[config.mk]
export PLATFORM = sky130hd
export DESIGN_NAME = data_mmio_bridge
export DESIGN_NICKNAME = d
export VERILOG_FILES = /design/src/rtl/data_mmio_bridge_pkg.sv /design/src/rtl/data_mmio_bridge_mmio_regs.sv /design/src/rtl/data_mmio_bridge.sv
export SDC_FILE = /design/constraint.sdc
export NUM_CORES = 1
export LEC_CHECK = 0
export CAP_MARGIN = 40
export CELL_PAD_IN_SITES_DETAIL_PLACEMENT = 1
export CELL_PAD_IN_SITES_GLOBAL_PLACEMENT = 1
export CORE_UTILIZATION = 29
export DETAILED_ROUTE_END_ITERATION = 16
export PLACE_DENSITY = 0.73
export REMOVE_ABC_BUFFERS = 1
export SYNTH_ARGS = -nofsm -noshare
export SYNTH_HDL_FRONTEND = slang
export SYNTH_SLANG_ARGS = --single-unit
[constraint.sdc]
create_clock -name clk -period 2.2 [get_ports clk]
set_input_delay 0.55 -clock clk [delete_from_list [all_inputs] [get_ports clk]]
set_output_delay 0.55 -clock clk [all_outputs]
set_load 0.005 [all_outputs]
[src/rtl/data_mmio_bridge_pkg.sv]
// Shared definitions for the data-side MMIO bridge: window base, register
// offsets, LED width, register selector and a byte-lane merge helper.
package data_mmio_bridge_pkg;

    // Default base of the 4 KiB MMIO window (only bits [31:12] are decoded).
    localparam logic [31:0] MMIO_BASE_DEFAULT = 32'hBFAF_F000;

    // Register offsets inside the window (byte addresses, word aligned).
    localparam logic [11:0] OFF_LED     = 12'h000;
    localparam logic [11:0] OFF_SWITCH  = 12'h004;
    localparam logic [11:0] OFF_TIMER   = 12'h008;
    localparam logic [11:0] OFF_SCRATCH = 12'h00C;

    // Width of the LED register; it occupies byte lanes 0-1 of its word.
    localparam int LED_W = 16;

    // Which register an MMIO offset selects; REG_NONE covers unmapped and
    // unaligned offsets, which read as zero and swallow writes.
    typedef enum logic [2:0] {
        REG_NONE    = 3'd0,
        REG_LED     = 3'd1,
        REG_SWITCH  = 3'd2,
        REG_TIMER   = 3'd3,
        REG_SCRATCH = 3'd4
    } mmio_reg_e;

    // Map a 12-bit window offset to a register. Exact match only, so any
    // offset with addr[1:0] != 0 falls through to REG_NONE.
    function automatic mmio_reg_e decode_offset(input logic [11:0] off);
        mmio_reg_e sel;
        sel = REG_NONE;
        case (off)
            OFF_LED:     sel = REG_LED;
            OFF_SWITCH:  sel = REG_SWITCH;
            OFF_TIMER:   sel = REG_TIMER;
            OFF_SCRATCH: sel = REG_SCRATCH;
            default:     sel = REG_NONE;
        endcase
        return sel;
    endfunction

    // Replace the byte lanes of old_val selected by be with those of new_val.
    function automatic logic [31:0] merge_bytes(input logic [31:0] old_val,
                                                input logic [31:0] new_val,
                                                input logic [3:0]  be);
        logic [31:0] res;
        res = old_val;
        for (int b = 0; b < 4; b++) begin
            if (be[b]) begin
                res[8*b +: 8] = new_val[8*b +: 8];
            end
        end
        return res;
    endfunction

endpackage

[src/rtl/data_mmio_bridge_mmio_regs.sv]
// MMIO register file: LED (16 bits, lanes 0-1), free-running TIMER and
// SCRATCH. Writes arrive pre-decoded from the bridge; reads are taken
// straight from the register outputs by the bridge's read mux.
module mmio_regs
    import data_mmio_bridge_pkg::*;
(
    input  logic             clk_i,
    input  logic             rst_ni,
    input  logic             wr_en_i,
    input  mmio_reg_e        wr_sel_i,
    input  logic [3:0]       wr_be_i,
    input  logic [31:0]      wr_data_i,
    output logic [LED_W-1:0] led_o,
    output logic [31:0]      timer_o,
    output logic [31:0]      scratch_o
);

    logic [LED_W-1:0] led_q,     led_d;
    logic [31:0]      timer_q,   timer_d;
    logic [31:0]      scratch_q, scratch_d;
    logic [31:0]      timer_inc;

    // The timer always advances; a write only overrides the lanes it names.
    assign timer_inc = timer_q + 32'd1;

    // Next-state for every register: hold (or count) unless written this cycle.
    always_comb begin
        led_d     = led_q;
        timer_d   = timer_inc;
        scratch_d = scratch_q;
        if (wr_en_i) begin
            case (wr_sel_i)
                REG_LED: begin
                    // Only lanes 0-1 exist for LED; upper-lane enables are dropped.
                    for (int b = 0; b < LED_W / 8; b++) begin
                        if (wr_be_i[b]) begin
                            led_d[8*b +: 8] = wr_data_i[8*b +: 8];
                        end
                    end
                end
                REG_TIMER:   timer_d   = merge_bytes(timer_inc, wr_data_i, wr_be_i);
                REG_SCRATCH: scratch_d = merge_bytes(scratch_q, wr_data_i, wr_be_i);
                default:     ; // SWITCH is read-only, REG_NONE is unmapped
            endcase
        end
    end

    // Register state; reset holds the timer at zero until release.
    always_ff @(posedge clk_i or negedge rst_ni) begin
        if (!rst_ni) begin
            led_q     <= '0;
            timer_q   <= '0;
            scratch_q <= '0;
        end else begin
            led_q     <= led_d;
            timer_q   <= timer_d;
            scratch_q <= scratch_d;
        end
    end

    assign led_o     = led_q;
    assign timer_o   = timer_q;
    assign scratch_o = scratch_q;

endmodule

[src/rtl/data_mmio_bridge.sv]
// Data-side bridge between the CPU data port and either the data SRAM or
// a small MMIO window.
//
// Request/response contract: a request is a single cycle with cpu_en=1;
// there is no backpressure. Its read data appears on cpu_rdata in the
// following cycle, matching the SRAM's fixed 1-cycle latency. Whether the
// returned word comes from the MMIO capture register or from ram_rdata is
// decided by sel_mmio_q, registered alongside the request.
module data_mmio_bridge
    import data_mmio_bridge_pkg::*;
#(
    parameter logic [31:0] MMIO_BASE = MMIO_BASE_DEFAULT,
    parameter int          SW_WIDTH  = 8
) (
    input  logic                clk,
    input  logic                resetn,
    input  logic                cpu_en,
    input  logic [3:0]          cpu_we,
    input  logic [31:0]         cpu_addr,
    input  logic [31:0]         cpu_wdata,
    output logic [31:0]         cpu_rdata,
    output logic                ram_en,
    output logic [3:0]          ram_we,
    output logic [31:0]         ram_addr,
    output logic [31:0]         ram_wdata,
    input  logic [31:0]         ram_rdata,
    input  logic [SW_WIDTH-1:0] sw_in,
    output logic [15:0]         led_out,
    output logic [31:0]         timer_out
);

    logic             hit_mmio;
    logic             mmio_access;
    logic             mmio_write;
    mmio_reg_e        reg_sel;
    logic [LED_W-1:0] led_val;
    logic [31:0]      timer_val;
    logic [31:0]      scratch_val;
    logic [31:0]      mmio_read_val;
    logic             sel_mmio_q,   sel_mmio_d;
    logic [31:0]      mmio_rdata_q, mmio_rdata_d;

    // Window decode on the upper 20 address bits.
    assign hit_mmio    = (cpu_addr[31:12] == MMIO_BASE[31:12]);
    assign mmio_access = cpu_en & hit_mmio;
    assign mmio_write  = mmio_access & (|cpu_we);
    assign reg_sel     = decode_offset(cpu_addr[11:0]);

    // SRAM side: enable only outside the window, address/data pass through.
    assign ram_en    = cpu_en & ~hit_mmio;
    assign ram_we    = cpu_we & {4{ram_en}};
    assign ram_addr  = cpu_addr;
    assign ram_wdata = cpu_wdata;

    mmio_regs u_regs (
        .clk_i     (clk),
        .rst_ni    (resetn),
        .wr_en_i   (mmio_write),
        .wr_sel_i  (reg_sel),
        .wr_be_i   (cpu_we),
        .wr_data_i (cpu_wdata),
        .led_o     (led_val),
        .timer_o   (timer_val),
        .scratch_o (scratch_val)
    );

    // Current (pre-write) value of the addressed register; zero if unmapped.
    always_comb begin
        mmio_read_val = '0;
        case (reg_sel)
            REG_LED:     mmio_read_val = 32'(led_val);
            REG_SWITCH:  mmio_read_val = 32'(sw_in);
            REG_TIMER:   mmio_read_val = timer_val;
            REG_SCRATCH: mmio_read_val = scratch_val;
            default:     mmio_read_val = '0;
        endcase
    end

    // Capture MMIO read data on every window access, write cycles included.
    always_comb begin
        sel_mmio_d   = mmio_access;
        mmio_rdata_d = mmio_rdata_q;
        if (mmio_access) begin
            mmio_rdata_d = mmio_read_val;
        end
    end

    // Response-path registers; reset discards any request in flight.
    always_ff @(posedge clk or negedge resetn) begin
        if (!resetn) begin
            sel_mmio_q   <= 1'b0;
            mmio_rdata_q <= '0;
        end else begin
            sel_mmio_q   <= sel_mmio_d;
            mmio_rdata_q <= mmio_rdata_d;
        end
    end

    assign cpu_rdata = sel_mmio_q ? mmio_rdata_q : ram_rdata;
    assign led_out   = led_val;
    assign timer_out = timer_val;

endmodule

==> results of run 1 <==
==> final cells by class <==
| cell class | instances | share of cell area, % |
|---|---|---|
| clock inverters | 9 | 1.260 |
| multi-input cells | 376 | 28.68 |
| repair buffers | 381 | 34.24 |
| inverters | 2 | 0.07342 |
| well taps | 270 | 3.304 |
| clock buffers | 23 | 4.772 |
| flip-flops and latches | 113 | 27.67 |
==> cell usage in the layout (no fill, tap or decap), drive strengths merged <==
cell type / Yosys / layout
a21oi: 26 / 26
a221oi: 8 / 8
a222oi: 8 / 8
a22oi: 16 / 16
and2: 4 / 4
and3: 7 / 7
and3b: 1 / 1
and4: 2 / 2
buf: 77 / 163
bufinv: 0 / 3
clkbuf: 12 / 38
clkdlybuf4s15: 0 / 3
clkdlybuf4s50: 0 / 188
clkinv: 0 / 4
clkinvlp: 0 / 2
dfrtp: 113 / 113
dlygate4sd2: 0 / 12
ha: 1 / 1
inv: 2 / 2
mux2: 87 / 87
mux2i: 8 / 8
nand2: 44 / 44
nand2b: 3 / 3
nand3: 17 / 17
nand4: 22 / 22
nand4b: 1 / 1
nor2: 38 / 38
nor3: 7 / 7
nor3b: 1 / 1
nor4: 8 / 8
o21ai: 32 / 32
or3: 2 / 2
or4: 2 / 2
or4b: 1 / 1
xnor2: 16 / 16
xor2: 14 / 14
==> power by group through the flow <==
stage                     clock network [uW]  registers, uW  logic (uW)
after detailed placement                   0           2120         657
after floorplan                            0           2120        56.1
final                                   2880           2080         634
after CTS                               2930           2080         642
after global routing                    3030           2080         679
after global placement                     0           2120         651
==> path summary, 6_finish.rpt <==
path / depth (start not counted) / slack, ps / endpoint
max: 7 / -100 / ram_we[0]
min: 1 / 90 / mmio_rdata_q[19]$_DFFE_PN0N_
max reg2reg: 6 / 180 / u_regs.timer_o[27]$_DFF_PN0_
min reg2reg: 2 / 480 / mmio_rdata_q[5]$_DFFE_PN0N_
max in group asynchronous: 2 / 1480 / u_regs.timer_o[25]$_DFF_PN0_
min in group clk: 2 / 480 / mmio_rdata_q[5]$_DFFE_PN0N_
==> kinds of logic (layout without fill, tap and decap cells) <==
kind of cell | count (synthesis) | after routing | share of synthesized area (%)
muxes | 95 | 95 | 17.18
adders and majority gates | 1 | 1 | 0.2028
buffers and inverters | 91 | 415 | 9.819
AOI/OAI and AO/OA | 90 | 90 | 9.089
xor gates and xnor gates | 30 | 30 | 4.260
and+or+nand+nor | 160 | 160 | 13.59
DFF | 113 | 113 | 45.85
==> sequential cells by signal, summed over array words and instances (netlist names) <==
signal            count
u_regs.led_o         16
u_regs.timer_o       32
u_regs.scratch_o     32
sel_mmio_q            1
mmio_rdata_q         32
==> metrics by stage <==
stage	setup WS [ps]	TNS, ps
global placement	-884.2	-76830
floorplan	-927.7	-41920
detailed placement	-891.4	-81470
global route	-129.6	-2268
CTS	-112.5	-842.0
finish	-102.2	-506.7
==> metal layers <==
| layer | wire length (um) | vias up |
|---|---|---|
| met4 | 392 | 0 |
| met5 | 0 | - |
| met1 | 9519 | 2858 |
| li1 | - | 2668 |
| met3 | 1484 | 34 |
| met2 | 12000 | 230 |
==> what timing repair did <==
item | 4_1_cts | 5_1_grt
setup endpoints to repair | 163 | 91
gates cloned | 2 | 1
gates resized for setup | 256 | 32
pin swaps | 11 | 10
buffers inserted | 11 | 3
==> out/metrics.sh, run 1 <==
RESULT_OF_THE_RUN='complete, but fails checks'
VIOLATIONS_IN_THE_FINAL_REPORTS='setup timing'
WIRE_PER_INST_UM=19.93
CTS_MADE_BUFFERS=17
GRT_BUSIEST_LAYER='met2'
CRITPATHMOSTFREQUENTCELL='buf_6'
CRITICAL_PATH.N_BUFFERS_INVERTERS=3
MAX_CLOCK_FREQ_MHz=434.4
GRT_UTIL_MET1_PCT=25.26
FINALWEIGHTEDCONGESTION=0.7524
TOTAL_POWER_uW=5590
P_INT_uW=4383
P_LEAK_uW=0.004466
HPWL_MM=16.75
GRTUSAGEMET3_PCT=5.741
SYNTHMOSTINSTANTIATEDCELL='dfrtp_1'
FINALCRITPERIODSHARE_PCT=104.6
VIAS=5790
YS_SEQ_ELEMENTS=113
YS_WARN_COUNT=0
CRITICALPATHCATEGORY='input port to primary output'
YOSYSSEQAREASHARE_PCT=45.85
GRT_UTIL_ALL_LAYERS_PCT=21.84
P_PER_AREA_mW_PER_MM2=546.7
WORST_EP_REQUIRED_TIME_PS=1650
TIGHTEST_SLEW_PS=570.6
FIN_CELLS=1174
TIMING.FINAL.MAX_SLEW_VIOLATIONS=0
FINALWIRELENGTH_MM=23.39
GRT_PASS1_VIAS=6319
CRITPATHSLOWESTCELL='nor4_4'
YOSYSTOPAREACELLSHARE_PCT=45.85
PWR-SHARE-COMB_PCT=11.3
SYNTH_TOP_CELL_BY_AREA='dfrtp_1'
FINAL_CORE_UTILIZATION_PCT=49.73
WORSTHOLDPATHTYPE='input port to async pin'
CRITICAL_PATH.MAX_STAGE_DELAY_PS=390
SKEW_PS=10.71
SYNTH-EDFF-COUNT=0
DOMINANT_SYNTHESIZED_FLOP_CELL='dfrtp_1'
CTS_HOLD_BUF=0
CP-STARTPOINT='cpu_addr[17]'
CLOCK-SINKS=113
SEQ_POWER_SHARE_PCT=37.2
SYNTH_COMMON_CELLS='113 x dfrtp_1, 87 x mux2_2, 64 x buf_4'
ROUTE.ANTENNA.REMAINING_NETS=0
CORE_AR_SQ_MM=0.02056
CLK_LATENCY_PS=420
DIE_AREA_SQ_MM=0.02185
INITIAL_UTILIZATION_PCT=30.00
SEQUENTIAL_CELL_AREA_SQ_MM=0.002829
GRT_MAX_DEGREE=41
DESIGN_AREA_SQ_MM=0.01022
CLOCKBUFFERDEPTH=2
POWER_SWITCHING_SHARE_PCT=21.60
LEADING_CELL_TYPES_BY_TOTAL_AREA_AFTER_SYNTHESIS='dfrtp_1 46%, mux2_2 16%, buf_4 7.8%, nand2_1 2.7%, o21ai_0 2.6%'
TIMING.FINAL.CRIT_PERIOD_PS=2302
NUM_ANTENNA_CELLS=0
MULTI_INPUT_AREA_SQ_MM=0.002933
DETAILEDROUTE.FIRSTPASSITERATIONCOUNT=5
FIRST_ITER_VIOLATIONS=191
CP_DATA_ARRIVAL_TIME_PS=1750
ASYNC_RESET_FF_SHARE_PCT=100.0
SYNTH_CELL_TYPES=37
BUFFER_PORTS.INSERTED=259
I_O_PIN_TOTAL=260
P_SW_uW=1208
CRITPATHCAPTURETYPE='primary output'
MET2_GRT_UTIL_PCT=39.08
CTS_MAX_LEVEL=4
SETUP.WORST_PATH.START_CLASS='input port'
CP_CELL_SEQUENCE='buf_6, nand4_1, nor4_4, a21oi_4, buf_12, and2_4, buf_6'
SYNTH_AREA_SQ_MM=0.006167
NUM_ROWS=52
HOLD-WORST-SLACK_PS=92.72
DIE-HEIGHT_UM=147.8
PLACED_CELL_AREA_SQ_MM=0.009505
ROUTE.DETAILED.VIAS_PER_INST=4.932
POST_SYNTH_INST_COUNT=580
DP_CELLS=1130
GRT_ANTENNA_BEFORE_REPAIR=0
HOLD_VIOL=0
CRIT_FANOUT=3
TIMING.FINAL.WS_SETUP_PS=-102.2
CLOCK_TREE.ROOT_CELL='clkbuf_16'
DRIVE_GT1_SHARE_PCT=35.73
RSZ_0062_RAISED_AFTER_GLOBAL_ROUTING='yes'
WORST_SLEW_MARGIN_REL_PCT=61.67
NUM-FILL-CELLS=2259
REG2REG_FROM='u_regs.timer_o[7]$_DFF_PN0_'
FINAL_NETS=1003
AREA.GROWTH.SYNTH_TO_FINAL_PCT=65.79
CTS.CLK_SLEW.WORST_PATHS_PS=60
FP.DIEW_UM=147.8
IR_DROP_mV=0.4497
DETAIL_ROUTE.DRC_VIOLATIONS=0
AVGSYNTHCELLAREA_SQ_UM=10.63
SETUP_VIOL=21
CP_TOP_FAMILY='simple AND/OR/NAND/NOR gates'
FIRST_PASS_GRT_WIRE_LENGTH_MM=35.65
TRITONCTS='built'
SHARE_CLK_OF_TOTAL_POWER_PCT=51.5
CAP_VIOL_MAX_COUNT=0
GRT_REMAINING_OVERFLOW=0
No activity file was read; power rests on OpenSTA's default activity.
==> run 2: changes to the inputs <==
--- a/config.mk
+++ b/config.mk
@@ -10,7 +10,7 @@
 export CELL_PAD_IN_SITES_GLOBAL_PLACEMENT = 1
 export CORE_UTILIZATION = 29
 export DETAILED_ROUTE_END_ITERATION = 16
-export PLACE_DENSITY = 0.73
+export PLACE_DENSITY = 0.87
 export REMOVE_ABC_BUFFERS = 1
 export SYNTH_ARGS = -nofsm -noshare
 export SYNTH_HDL_FRONTEND = slang
==> run 2 against run 1 <==
The flow still finishes with violations (setup timing); global-route usage rose by 1.3 points; largest power group unchanged; combinational power rose by 3.8%; register-to-register slack got worse by 40 ps.
==> out/metrics.sh, run 2 (synthesis results as in run 1) <==
RESULT_OF_THE_RUN='complete, but fails checks'
VIOLATIONS_IN_THE_FINAL_REPORTS='setup timing'
FINAL_NETS=1010
DRIVE_GT1_SHARE_PCT=36.55
HPWL_MM=17.42
R2R.WORST_PATH.CELLS=7
CP_TOP_FAMILY='simple AND/OR/NAND/NOR gates'
FIRST_PASS_GRT_WIRE_LENGTH_MM=38.09
CRIT_END='ram_we[2]'
WORSTHOLDPATHTYPE='input port to async pin'
SETUP.WORST_PATH.START_CLASS='input port'
CLOCKBUFFERDEPTH=2
DESIGN_AREA_SQ_MM=0.01047
CP_CELL_SEQUENCE='buf_6, nand4b_1, nor4_4, a21oi_4, buf_12, and2_4, buf_6'
CLOCK-SINKS=113
AREA.GROWTH.SYNTH_TO_FINAL_PCT=69.69
INITIAL_UTILIZATION_PCT=30.00
SETUP_TNS_PS=-2505
P_LEAK_uW=0.004547
VIAS=5940
TIMING.FINAL.WS_SETUP_PS=-201.7
REG2REG_FROM='u_regs.timer_o[1]$_DFF_PN0_'
RSZ_0062_RAISED_AFTER_GLOBAL_ROUTING='yes'
REG2REG_SLACK_PS=140
GRT_REMAINING_OVERFLOW=0
CAP_VIOL_MAX_COUNT=0
PLACED_CELL_AREA_SQ_MM=0.009425
FINALWIRELENGTH_MM=25.42
WIRE_PER_INST_UM=21.51
CLOCK_TREE.ROOT_CELL='clkbuf_16'
DETAILEDROUTE.FIRSTPASSITERATIONCOUNT=5
CORE_AR_SQ_MM=0.02056
CP_DATA_ARRIVAL_TIME_PS=1850
CRITICALPATHCATEGORY='input port to primary output'
GRT_ANTENNA_BEFORE_REPAIR=1
CRIT_FANOUT=4
ROUTE.ANTENNA.REMAINING_NETS=0
MOST-COMMON-LAYOUT-CELLS='188 x clkdlybuf4s50_1, 112 x dfrtp_1, 100 x buf_4, 64 x mux2_2, 43 x nand2_1'
CTS_MAX_LEVEL=4
PATH_DEPTH=7
WORST_SLEW_MARGIN_REL_PCT=74.94
SETUP_VIOL=35
FIRST_ITER_VIOLATIONS=296
WORST_EP_REQUIRED_TIME_PS=1650
SKEW_PS=8.865
FINALCRITPERIODSHARE_PCT=109.2
TIGHTEST_SLEW_PS=372.4
TRITONCTS='built'
CRITPATHSLOWESTCELL='nor4_4'
I_O_PIN_TOTAL=260
GRT_PASS1_VIAS=6595
CRITPATHCAPTURETYPE='primary output'
CLK_LATENCY_PS=420
TIMING.FINAL.MAX_SLEW_VIOLATIONS=0
FINALWEIGHTEDCONGESTION=0.7799
RR_ENDPOINT='u_regs.timer_o[24]$_DFF_PN0_'
TIMING.FINAL.CRIT_PERIOD_PS=2402
BUFFER_PORTS.INSERTED=259
GRT_UTIL_ALL_LAYERS_PCT=23.12
P_PER_AREA_mW_PER_MM2=521.6
DIE_AREA_SQ_MM=0.02185
NUM_ROWS=52
FP.DIEW_UM=147.8
MAX_CLOCK_FREQ_MHz=416.4
GRT_MAX_DEGREE=64
CTS_MADE_BUFFERS=17
ROUTE.DETAILED.VIAS_PER_INST=5.025
CRITPATHMOSTFREQUENTCELL='buf_6'
HOLD_VIOL=0
IR_DROP_mV=0.5298
DIE-HEIGHT_UM=147.8
CP-STARTPOINT='cpu_addr[30]'
CTS.CLK_SLEW.WORST_PATHS_PS=60
CRITICAL_PATH.MAX_STAGE_DELAY_PS=430
CRITICAL_PATH.N_BUFFERS_INVERTERS=3
MOST_COMMON_CELL_AFTER_LAYOUT_FILL_AND_TAPS_ASIDE='clkdlybuf4s50_1'
DETAIL_ROUTE.DRC_VIOLATIONS=0
run 2: layout make-up:
class                           instances  area [sq um]
Timing Repair Buffer                  388          3706
Inverter                                2         7.507
Sequential cell                       113          2829
Antenna cell                            1         2.502
Multi-Input combinational cell        376          3003
Tap cell                              270         337.8
Clock buffer                           19         442.9
Fill cell                            2220         10090
Clock inverter                         13         136.4
run 2: layer usage:
layer / share of wire [%] / wire, um / track usage [%]
met3: 4.8 / 1227 / 5.247
met1: 41 / 10470 / 27.56
met2: 52 / 13140 / 40.92
met4: 2.3 / 585 / 7.526
met5: 0 / 0 / 0
run 2: stage by stage:
step	setup slack, ps	hold slack, ps	util (%)	total power, uW	instances
final	-201.7	126.9	50.90	5458	1182
after global placement	-867.6	464.0	45.84	2756	1124
after floorplan	-927.7	254.4	-	2173	491
after detailed placement	-895.4	468.8	45.84	2771	1124
after global routing	-226.9	134.2	50.89	5646	1181
after CTS	-124.2	118.5	50.03	5487	1174
run 2: worst min path at each step:
stage,start,endpoint,slack [ps],cells past startpoint
3_3_place_gp,mmio_rdata_q[2]$_DFFE_PN0N_,mmio_rdata_q[2]$_DFFE_PN0N_,460,2
6_report,resetn,mmio_rdata_q[10]$_DFFE_PN0N_,130,2
2_1_floorplan,resetn,mmio_rdata_q[0]$_DFFE_PN0N_,250,0
5_1_grt,resetn,u_regs.timer_o[10]$_DFF_PN0_,130,2
4_1_cts,resetn,mmio_rdata_q[10]$_DFFE_PN0N_,120,2
3_5_place_dp,mmio_rdata_q[2]$_DFFE_PN0N_,mmio_rdata_q[2]$_DFFE_PN0N_,470,2
run 2: power breakdown:
part	switching [uW]	leakage, uW	internal [uW]	total (uW)
registers	0.000348	0.00154	2080	2080
clock network	1030	0.000276	1690	2720
logic	235	0.00273	423	658
run 2: timing repair:
item / 4_1_cts / 5_1_grt
hold buffers: 0 / 0
resized for setup: 241 / 76
pin swaps: 18 / 19
gates cloned: 2 / 2
endpoints found under the setup margin: 164 / 112
buffers inserted: 18 / 9
==> run 3: changes to the inputs <==
--- a/config.mk
+++ b/config.mk
@@ -5,6 +5,7 @@
 export SDC_FILE = /design/constraint.sdc
 export NUM_CORES = 1
 export LEC_CHECK = 0
+export ABC_CLOCK_PERIOD_IN_PS = 2200
 export CAP_MARGIN = 40
 export CELL_PAD_IN_SITES_DETAIL_PLACEMENT = 1
 export CELL_PAD_IN_SITES_GLOBAL_PLACEMENT = 1
==> results of run 3 <==
No change in the layout: final DEF, timing and power equal those of run 2.
